[config.mk]
export PLATFORM = sky130hd
export DESIGN_NAME = uart_tx_scheduler
export DESIGN_NICKNAME = d
export VERILOG_FILES = /design/src/rtl/uart_pkg.sv /design/src/rtl/uart_watchdog.sv /design/src/rtl/uart_tx_scheduler.sv
export SDC_FILE = /design/constraint.sdc
export NUM_CORES = 1
export LEC_CHECK = 0
export CAP_MARGIN = 20
export CORE_MARGIN = 4
export CORE_UTILIZATION = 40
export CTS_BUF_LIST = sky130_fd_sc_hd__clkbuf_8
export DETAILED_ROUTE_END_ITERATION = 12
export GPL_TIMING_DRIVEN = 0
export PLACE_DENSITY = 0.63
export SYNTH_ARGS = -nofsm -noshare
export SYNTH_HDL_FRONTEND = slang
export SYNTH_SLANG_ARGS = --single-unit
[constraint.sdc]
create_clock -name clk65MHz -period 2.9 [get_ports clk65MHz]
set_clock_uncertainty 0.05 [all_clocks]
set_input_delay 0.725 -clock clk65MHz [delete_from_list [all_inputs] [get_ports clk65MHz]]
set_output_delay 0.725 -clock clk65MHz [all_outputs]
set_load 0.01 [all_outputs]
[src/rtl/uart_pkg.sv]
// Shared UART framing definitions: word tags, payload layout, TX FSM states and word builders.
// Used by the transmit scheduler and by the receive-side demultiplexer.
package uart_pkg;

  localparam int unsigned TAG_W     = 4;
  localparam int unsigned PAYLOAD_W = 12;
  localparam int unsigned WORD_W    = TAG_W + PAYLOAD_W;
  localparam int unsigned SCORE_W   = 4;
  localparam int unsigned IDX_W     = 3;

  localparam logic [TAG_W-1:0] TAG_BALL_X = 4'h1;
  localparam logic [TAG_W-1:0] TAG_BALL_Y = 4'h2;
  localparam logic [TAG_W-1:0] TAG_PL_X   = 4'h3;
  localparam logic [TAG_W-1:0] TAG_PL_Y   = 4'h4;
  localparam logic [TAG_W-1:0] TAG_SCORE  = 4'h5;
  localparam logic [TAG_W-1:0] TAG_TOUCH  = 4'h6;
  localparam logic [TAG_W-1:0] TAG_EVENT  = 4'hE;

  typedef enum logic [1:0] {
    ST_IDLE      = 2'd0,
    ST_SEND      = 2'd1,
    ST_WAIT_DONE = 2'd2
  } tx_state_e;

  typedef struct packed {
    logic [TAG_W-1:0]     tag;
    logic [PAYLOAD_W-1:0] payload;
  } uart_word_t;

  typedef struct packed {
    logic [PAYLOAD_W-1:0] ball_posx;
    logic [PAYLOAD_W-1:0] ball_posy;
    logic [PAYLOAD_W-1:0] pl_posx;
    logic [PAYLOAD_W-1:0] pl_posy;
    logic [SCORE_W-1:0]   score_pl1;
    logic [SCORE_W-1:0]   score_pl2;
    logic                 last_touch;
  } state_snap_t;

  // State word for a given frame index; out-of-range indices yield an all-zero word.
  function automatic uart_word_t state_word(input state_snap_t s, input logic [IDX_W-1:0] idx);
    uart_word_t w;
    w = '0;
    case (idx)
      3'd0:    w = '{tag: TAG_BALL_X, payload: s.ball_posx};
      3'd1:    w = '{tag: TAG_BALL_Y, payload: s.ball_posy};
      3'd2:    w = '{tag: TAG_PL_X,   payload: s.pl_posx};
      3'd3:    w = '{tag: TAG_PL_Y,   payload: s.pl_posy};
      3'd4:    w = '{tag: TAG_SCORE,  payload: {4'b0, s.score_pl1, s.score_pl2}};
      3'd5:    w = '{tag: TAG_TOUCH,  payload: {11'b0, s.last_touch}};
      default: w = '0;
    endcase
    return w;
  endfunction

  function automatic uart_word_t event_word(input logic endgame, input logic whistle);
    return '{tag: TAG_EVENT, payload: {10'b0, endgame, whistle}};
  endfunction

endpackage

[src/rtl/uart_watchdog.sv]
// Cycle watchdog: counts enabled cycles and flags the TIMEOUT_CYCLES-th one.
// expired is combinational so the owner can act on it in the same cycle.
module uart_watchdog #(
  parameter int unsigned TIMEOUT_CYCLES = 65000
) (
  input  logic clk,
  input  logic rst,
  input  logic enable,
  input  logic clear,
  output logic expired
);

  localparam int unsigned CNT_W = (TIMEOUT_CYCLES > 1) ? $clog2(TIMEOUT_CYCLES) : 1;
  localparam logic [CNT_W-1:0] LAST_CNT = CNT_W'(TIMEOUT_CYCLES - 1);

  logic [CNT_W-1:0] cnt_q;

  assign expired = enable && (cnt_q == LAST_CNT);

  // Saturates at the terminal count until cleared.
  always_ff @(posedge clk) begin
    if (rst || clear) begin
      cnt_q <= '0;
    end else if (enable && !expired) begin
      cnt_q <= cnt_q + CNT_W'(1);
    end
  end

endmodule

[src/rtl/uart_tx_scheduler.sv]
// Schedules snapshotted game-state frames and sticky event words onto a 16-bit serializer,
// one word in flight at a time, with a tx_done watchdog.
module uart_tx_scheduler
  import uart_pkg::*;
#(
  parameter int unsigned TIMEOUT_CYCLES = 65000,
  parameter int unsigned FRAME_WORDS    = 6
) (
  input  logic                 clk65MHz,
  input  logic                 rst,
  input  logic                 frame_tick,
  input  logic [PAYLOAD_W-1:0] ball_posx,
  input  logic [PAYLOAD_W-1:0] ball_posy,
  input  logic [PAYLOAD_W-1:0] pl_posx,
  input  logic [PAYLOAD_W-1:0] pl_posy,
  input  logic [SCORE_W-1:0]   score_pl1,
  input  logic [SCORE_W-1:0]   score_pl2,
  input  logic                 last_touch,
  input  logic                 whistle_req,
  input  logic                 endgame_req,
  input  logic                 conv16to8ready,
  input  logic                 tx_done,
  output logic [WORD_W-1:0]    data,
  output logic                 data_valid,
  output logic                 busy,
  output logic                 overrun,
  output logic                 timeout
);

  localparam logic [IDX_W-1:0] LAST_IDX = IDX_W'(FRAME_WORDS - 1);

  tx_state_e      state_q, state_d;
  uart_word_t     data_q, data_d;
  state_snap_t    snap_q, snap_d, live_snap;
  logic [IDX_W-1:0] idx_q, idx_d;
  logic [1:0]     pend_q, pend_d, pend_now, req;
  logic           frame_q, frame_d;
  logic           evt_q, evt_d;
  logic           dv_d, busy_d, ov_d, to_d;
  logic           load, done;
  logic           wd_enable, wd_expired;

  assign req      = {endgame_req, whistle_req};
  assign pend_now = pend_q | req;
  assign data     = data_q;

  assign live_snap = '{ball_posx:  ball_posx,
                       ball_posy:  ball_posy,
                       pl_posx:    pl_posx,
                       pl_posy:    pl_posy,
                       score_pl1:  score_pl1,
                       score_pl2:  score_pl2,
                       last_touch: last_touch};

  assign wd_enable = (state_q == ST_WAIT_DONE);

  uart_watchdog #(
    .TIMEOUT_CYCLES(TIMEOUT_CYCLES)
  ) u_watchdog (
    .clk     (clk65MHz),
    .rst     (rst),
    .enable  (wd_enable),
    .clear   (!wd_enable),
    .expired (wd_expired)
  );

  // Next-state and registered-output logic; every word boundary funnels through load.
  always_comb begin
    state_d = state_q;
    data_d  = data_q;
    snap_d  = snap_q;
    idx_d   = idx_q;
    frame_d = frame_q;
    evt_d   = evt_q;
    pend_d  = pend_now;
    dv_d    = data_valid;
    ov_d    = frame_tick && (state_q != ST_IDLE);
    to_d    = 1'b0;
    load    = 1'b0;
    done    = 1'b0;

    unique case (state_q)
      ST_IDLE: begin
        if (frame_tick || (|pend_now)) begin
          if (frame_tick) begin
            snap_d  = live_snap;
            frame_d = 1'b1;
            idx_d   = '0;
          end
          load = 1'b1;
        end
      end
      ST_SEND: begin
        if (conv16to8ready && data_valid) begin
          state_d = ST_WAIT_DONE;
          dv_d    = 1'b0;
          // Only the bits carried by the accepted word are retired; a same-cycle request re-arms.
          if (evt_q) begin
            pend_d = (pend_q & ~data_q.payload[1:0]) | req;
          end
        end
      end
      ST_WAIT_DONE: begin
        done = tx_done || wd_expired;
        to_d = wd_expired && !tx_done;
        if (done) begin
          if (!evt_q) begin
            if (idx_q == LAST_IDX) begin
              idx_d   = '0;
              frame_d = 1'b0;
            end else begin
              idx_d = idx_q + IDX_W'(1);
            end
          end
          if (frame_d || (|pend_now)) begin
            load = 1'b1;
          end else begin
            state_d = ST_IDLE;
          end
        end
      end
      default: state_d = ST_IDLE;
    endcase

    // Pending events pre-empt the next state word.
    if (load) begin
      state_d = ST_SEND;
      dv_d    = 1'b1;
      if (|pend_now) begin
        data_d = event_word(pend_now[1], pend_now[0]);
        evt_d  = 1'b1;
      end else begin
        data_d = state_word(snap_d, idx_d);
        evt_d  = 1'b0;
      end
    end

    busy_d = (state_d != ST_IDLE);
  end

  always_ff @(posedge clk65MHz) begin
    if (rst) begin
      state_q    <= ST_IDLE;
      data_q     <= '0;
      snap_q     <= '0;
      idx_q      <= '0;
      pend_q     <= '0;
      frame_q    <= 1'b0;
      evt_q      <= 1'b0;
      data_valid <= 1'b0;
      busy       <= 1'b0;
      overrun    <= 1'b0;
      timeout    <= 1'b0;
    end else begin
      state_q    <= state_d;
      data_q     <= data_d;
      snap_q     <= snap_d;
      idx_q      <= idx_d;
      pend_q     <= pend_d;
      frame_q    <= frame_d;
      evt_q      <= evt_d;
      data_valid <= dv_d;
      busy       <= busy_d;
      overrun    <= ov_d;
      timeout    <= to_d;
    end
  end

endmodule

== Word-level counts from Yosys, hierarchy flattened ==
Cells that the tools add are included.

* Eq/ne operators: 12
* Muxes and demuxes: 35
* Add/subtract/negate cells: 2
* Bitwise gates (word level): 5
* Reduce and logical (&&, ||, !) cells: 23

{| class="wikitable"
|+ Operators with widths
! kind !! number
|-
| 57-bit 2-to-1 mux || 3
|-
| 15-bit one-hot mux with 6 select lines || 1
|-
| 16-bit by 1-bit adder with 16-bit output (second input constant) || 1
|-
| 16-bit equality test (second input constant) || 1
|-
| 16-bit 2-to-1 mux || 1
|-
| 3-bit 2-to-1 mux || 5
|-
| 1-bit 2-to-1 mux || 14
|-
| 2-bit 2-to-1 mux || 7
|-
| 2-bit nonzero test || 5
|-
| 3-bit equality test (second input constant) || 3
|-
| 3-bit by 2-bit equality test with 1-bit output (second input constant) || 2
|-
| 2-bit != test (second input constant) || 3
|-
| 2-bit one-hot mux with 3 select lines || 1
|-
| 3-bit one-hot mux with 2 select lines || 1
|-
| 1-bit logical AND || 5
|-
| 1-bit logical OR || 4
|-
| 2-bit OR || 2
|-
| 1-bit one-hot mux with 2 select lines || 2
|-
| 4-bit AND reduction || 1
|-
| 2-bit OR reduction || 2
|-
| 3-bit by 1-bit adder with 3-bit output (second input constant) || 1
|-
| 3-bit by 1-bit equality test with 1-bit output (second input constant) || 1
|-
| 1-bit logical NOT || 3
|-
| 3-bit logical NOT || 1
|-
| 7 further kinds || 7
|}

* Bits in registers: 102
* Word-level logic and storage cells: 96

== Depth between registers and ports, before layout ==
* Depth after elaboration: 11
* Gate-level depth with buffers: 11
* Depth with buffers taken out: 8

== Modules after synthesis ==
Synthesis repeated with hierarchy kept, for this count alone.

* Cells, all modules: 493
* Area, all modules: 4,434.3 um2

{| class="wikitable"
|+ By module, submodules not included
! module !! sequential area each (um2) !! times used !! cells each !! area each (um2)
|-
| uart_tx_scheduler || 1,701.6 || 1 || 406 || 3,679.8
|-
| uart_watchdog || 320.3 || 1 || 87 || 754.5
|}

== Worst setup path after synthesis ==
OpenSTA, ideal clock, no wires.

* Path kind: input to register
* Start: input endgame_req
* End: register data_q (netlist bit data[7])
* Arrival time: 2,679 ps
* Path buffers: 2
* Stages on the path: 9
* Setup slack: 44 ps
* Cell sequence: or4_1 -> a21o_1 -> o211ai_1 -> a21oi_1 -> buf_1 -> nand4_1 -> clkbuf_1 -> a211oi_1 -> or3_1

* Cells in the longest elaborated chain, start to end: 8
* Elaborated cells between the ends (all ways): 20

{| class="wikitable"
|+ RTL lines
! element !! RTL line !! text
|-
| start: declaration || uart_tx_scheduler.sv:20 || <nowiki>input logic endgame_req,</nowiki>
|-
| 2-bit OR * || uart_tx_scheduler.sv:44 || <nowiki>assign pend_now = pend_q | req;</nowiki>
|-
| 2-bit OR reduction * || uart_tx_scheduler.sv:84, uart_tx_scheduler.sv:115, uart_tx_scheduler.sv:129 ||
|-
| 1-bit logical OR || uart_tx_scheduler.sv:84 || <nowiki>if (frame_tick || (|pend_now)) begin</nowiki>
|-
| 3-bit 2-to-1 mux || uart_tx_scheduler.sv:84 ||
|-
| 3-bit one-hot mux with 2 select lines || uart_tx_scheduler.sv:82 || <nowiki>unique case (state_q)</nowiki>
|-
| 3-bit equality test (tied with other cells) || uart_pkg.sv:44 || <nowiki>case (idx)</nowiki>
|-
| 15-bit one-hot mux with 6 select lines || uart_pkg.sv:44 ||
|-
| 16-bit 2-to-1 mux || uart_tx_scheduler.sv:129 || <nowiki>if (|pend_now) begin</nowiki>
|-
| end signal: assignment || uart_tx_scheduler.sv:156 || <nowiki>data_q <= data_d;</nowiki>
|-
| end: declaration || uart_tx_scheduler.sv:33 || <nowiki>uart_word_t data_q, data_d;</nowiki>
|}

Mark *: on every way between the ends. The rest lies on a longest branch, timed or not.
A chain may end at the register's enable or synchronous reset.

== Worst setup path in the final report ==
Same ends and word-level chain as after synthesis.

==> run metrics <==
Synth Area per Inst approximately 8.6 um^2; P&R area growth vs syn 33.8%; VDD IR-drop max around 0.29 mV; clock transition at the registers of the reported paths 0.11 ns; initial antenna violation count 0; pre-CTS WS -0.892 ns; Post-Syn Nets 591; Least-Margin Pin Slew 0.770 ns; CTS Buf Count 9; synthesis-stage register bit count 101; fmax 353 MHz; number of max-cap violations 0; Yosys Warn Count 0; worst skew pair latency approximately 0.36 ns; IO Pins 84; Post-DRT Antenna Nets 0; TNS Setup 0 ns; final setup vio count 0; library cells used by synthesis 53; main flop type after synthesis dfxtp_1; H-tree levels 3; Final Worst Setup Slack between 0.06 and 0.07 ns; number of diodes 0; die area 0.0130 mm^2; WS Path Type in2reg; detailed placement HPWL 9090 um; DR pass1 iterations 4; cell taking the most area after synthesis dfxtp_1; DRC Markers 0; post-synthesis instance area roughly 0.0045 mm^2; CP arrival 3.04 ns; number of synthesized flops with an enable pin 0; aggregate global-route resource usage 0.191; worst r2r dst data[6]$_SDFFE_PP0P_; fin crit share 0.978; Final GP Congestion 0.837; Final nets 702; CP endpoint kind register; Pleak 2.14 nW; vias post-DR 4,118; status completed; fin crit period 2.84 ns; # fillers 1,026; placed insts 749; overall power 2.80 mW; via density per instance 5.27; port bufs 83; top cells by area, synth dfxtp_1, mux2i_1, nand2_1; clk sink count 101; Seq/Total Area, Yosys 0.449; wire per inst about 16 um; final wirelength 12,500 um; hold depth 2; hold buffer count at CTS 0; Reg2Reg Depth 11; cells after synthesis 526; GRT overflow 0; Pwr Density 464 mW/mm^2; core area 0.0109 mm^2; Die H 114 um; Worst EP required 3.11 ns; Root Buffer clkbuf_8; relative slew slack 0.487; worst hold path class reg2reg; share of cells above drive strength 1 0.126; die width 114 um; CTS tree built; post-synthesis async set-or-reset flop share 0; number of global-route vias before repair 3,969; Iter 0 DRT Violations between 200 and 250; Starting Density 0.412; reg2reg setup slack 0.11 ns; count of final hold-check violations 0; CP max FO 5; clk buf depth 2; largest net degree at the start of global routing 20; row cnt 38; Worst setup SP type input pin; Final Non-Filler Cells 782; hold endpoint snap_q[56]$_SDFF_PP0_; global-route wire length before repair 19,900 um; Slew Limit Fails 0; hold path start snap_q[56]$_SDFF_PP0_; Synth top area share 0.449; r2r startpoint u_watchdog.cnt_q[0]$_SDFFE_PP0P_
layout by cell type, fill, tap and decap left out, types with 3 or more instances in the layout:
cell type,netlist,routed
dfxtp_1,101,98
nand2_1,90,90
clkdlybuf4s50_1,0,82
a21oi_1,60,59
nor2_1,58,58
mux2i_1,40,35
buf_4,1,18
clkbuf_1,20,17
a211oi_1,22,14
nor2b_1,11,11
or3_1,11,11
nand3_1,11,10
clkbuf_8,0,10
o21ai_0,9,9
inv_1,7,8
a211oi_2,0,8
xor2_1,7,7
a211o_1,7,7
o2bb2ai_1,6,6
buf_1,7,6
nand2b_1,5,5
buf_6,4,4
mux2i_2,1,4
inv_6,0,4
nand4_1,3,3
or2_2,3,3
worst max-delay path by stage:
stage	slack [ns]	cells past startpoint	startpoint	end
floorplan	0.04	9	endgame_req	data[7]$_SDFFE_PP0P_
global placement	-0.89	10	endgame_req	data[3]$_SDFFE_PP0P_
detailed placement	-0.89	10	endgame_req	data[3]$_SDFFE_PP0P_
CTS	0.01	10	endgame_req	data[3]$_SDFFE_PP0P_
global route	-0.01	10	u_watchdog.cnt_q[0]$_SDFFE_PP0P_	data[8]$_SDFFE_PP0P_
finish	0.06	10	endgame_req	data[7]$_SDFFE_PP0P_
kinds of logic after synthesis:
group | synth area share
flops | 0.449
fa+ha+maj | 0.00278
compound gates | 0.169
mux | 0.0969
simple gates | 0.222
buf+inv | 0.0433
xor+xnor | 0.0175
power by group:
| part | leakage, nW | switching [mW] | internal (mW) |
|---|---|---|---|
| clock network | 0.101 | 0.523 | 0.335 |
| registers | 0.828 | 0.0431 | 1.46 |
| logic | 1.21 | 0.222 | 0.215 |
| total | 2.14 | 0.789 | 2.01 |
critical path: stages:
cell	delay (ns)
clkdlybuf4s50_1	0.45
or4_4	0.48
a21o_1	0.19
o211ai_1	0.15
a21oi_2	0.11
buf_4	0.15
nand4_1	0.17
clkbuf_8	0.20
a211oi_1	0.06
or3_1	0.36
cell usage after synthesis, types with 2 or more instances:
cell,number
mux2_2,2
nand4b_1,2
nand3_1,11
a211o_1,7
o211ai_1,2
or2_2,3
a21oi_1,60
nor2b_1,11
nand4_1,3
buf_6,4
a211oi_1,22
xor2_1,7
nor3_1,2
nand4bb_1,2
a21oi_2,2
dfxtp_1,101
nor2_1,58
nand2_1,90
nand2b_1,5
mux2i_1,40
xnor2_1,2
and2_1,2
clkbuf_1,20
o21ai_0,9
o2bb2ai_1,6
inv_1,7
buf_2,3
buf_1,7
or4_1,2
or3_1,11
routing by layer:
layer	global-route usage	vias to the layer above	wire (um)
met2	0.301	112	5680
li1	-	2047	-
met1	0.261	1940	5830
met4	0.0523	0	210
met5	0	-	0
met3	0.0502	19	811
through the flow:
step | util | hold slack (ns) | instance area (um^2)
global route | 0.551 | 0.428 | 6030
global placement | 0.504 | 0.392 | 5510
finish | 0.551 | 0.409 | 6030
CTS | 0.536 | 0.411 | 5860
floorplan | - | 0.381 | 4510
detailed placement | 0.504 | 0.397 | 5510
layout make-up:
type | instances | area (um^2) | area share
flip-flops and latches | 101 | 2030 | 0.337
repair buffers | 100 | 958 | 0.159
plain buffers | 35 | 203 | 0.0336
multi-input cells | 383 | 2450 | 0.406
well taps | 140 | 175 | 0.0291
inverters | 7 | 26.3 | 0.00436
clock buffers | 9 | 124 | 0.0205
clock inverters | 7 | 66.3 | 0.0110
sequential cells by signal, indices dropped and copies added, names as in the netlist:
signal,count
busy,1
data,16
data_valid,1
frame_q,1
idx_q,3
overrun,1
pend_q,2
snap_q,57
state_q,2
timeout,1
u_watchdog.cnt_q,16
repair_timing:
item	CTS	global route
pin swaps	4	12
setup endpoints to repair	23	11
setup buffers	9	6
gates cloned	1	1
resized for setup	21	27
(Power assumes the default switching activity.)
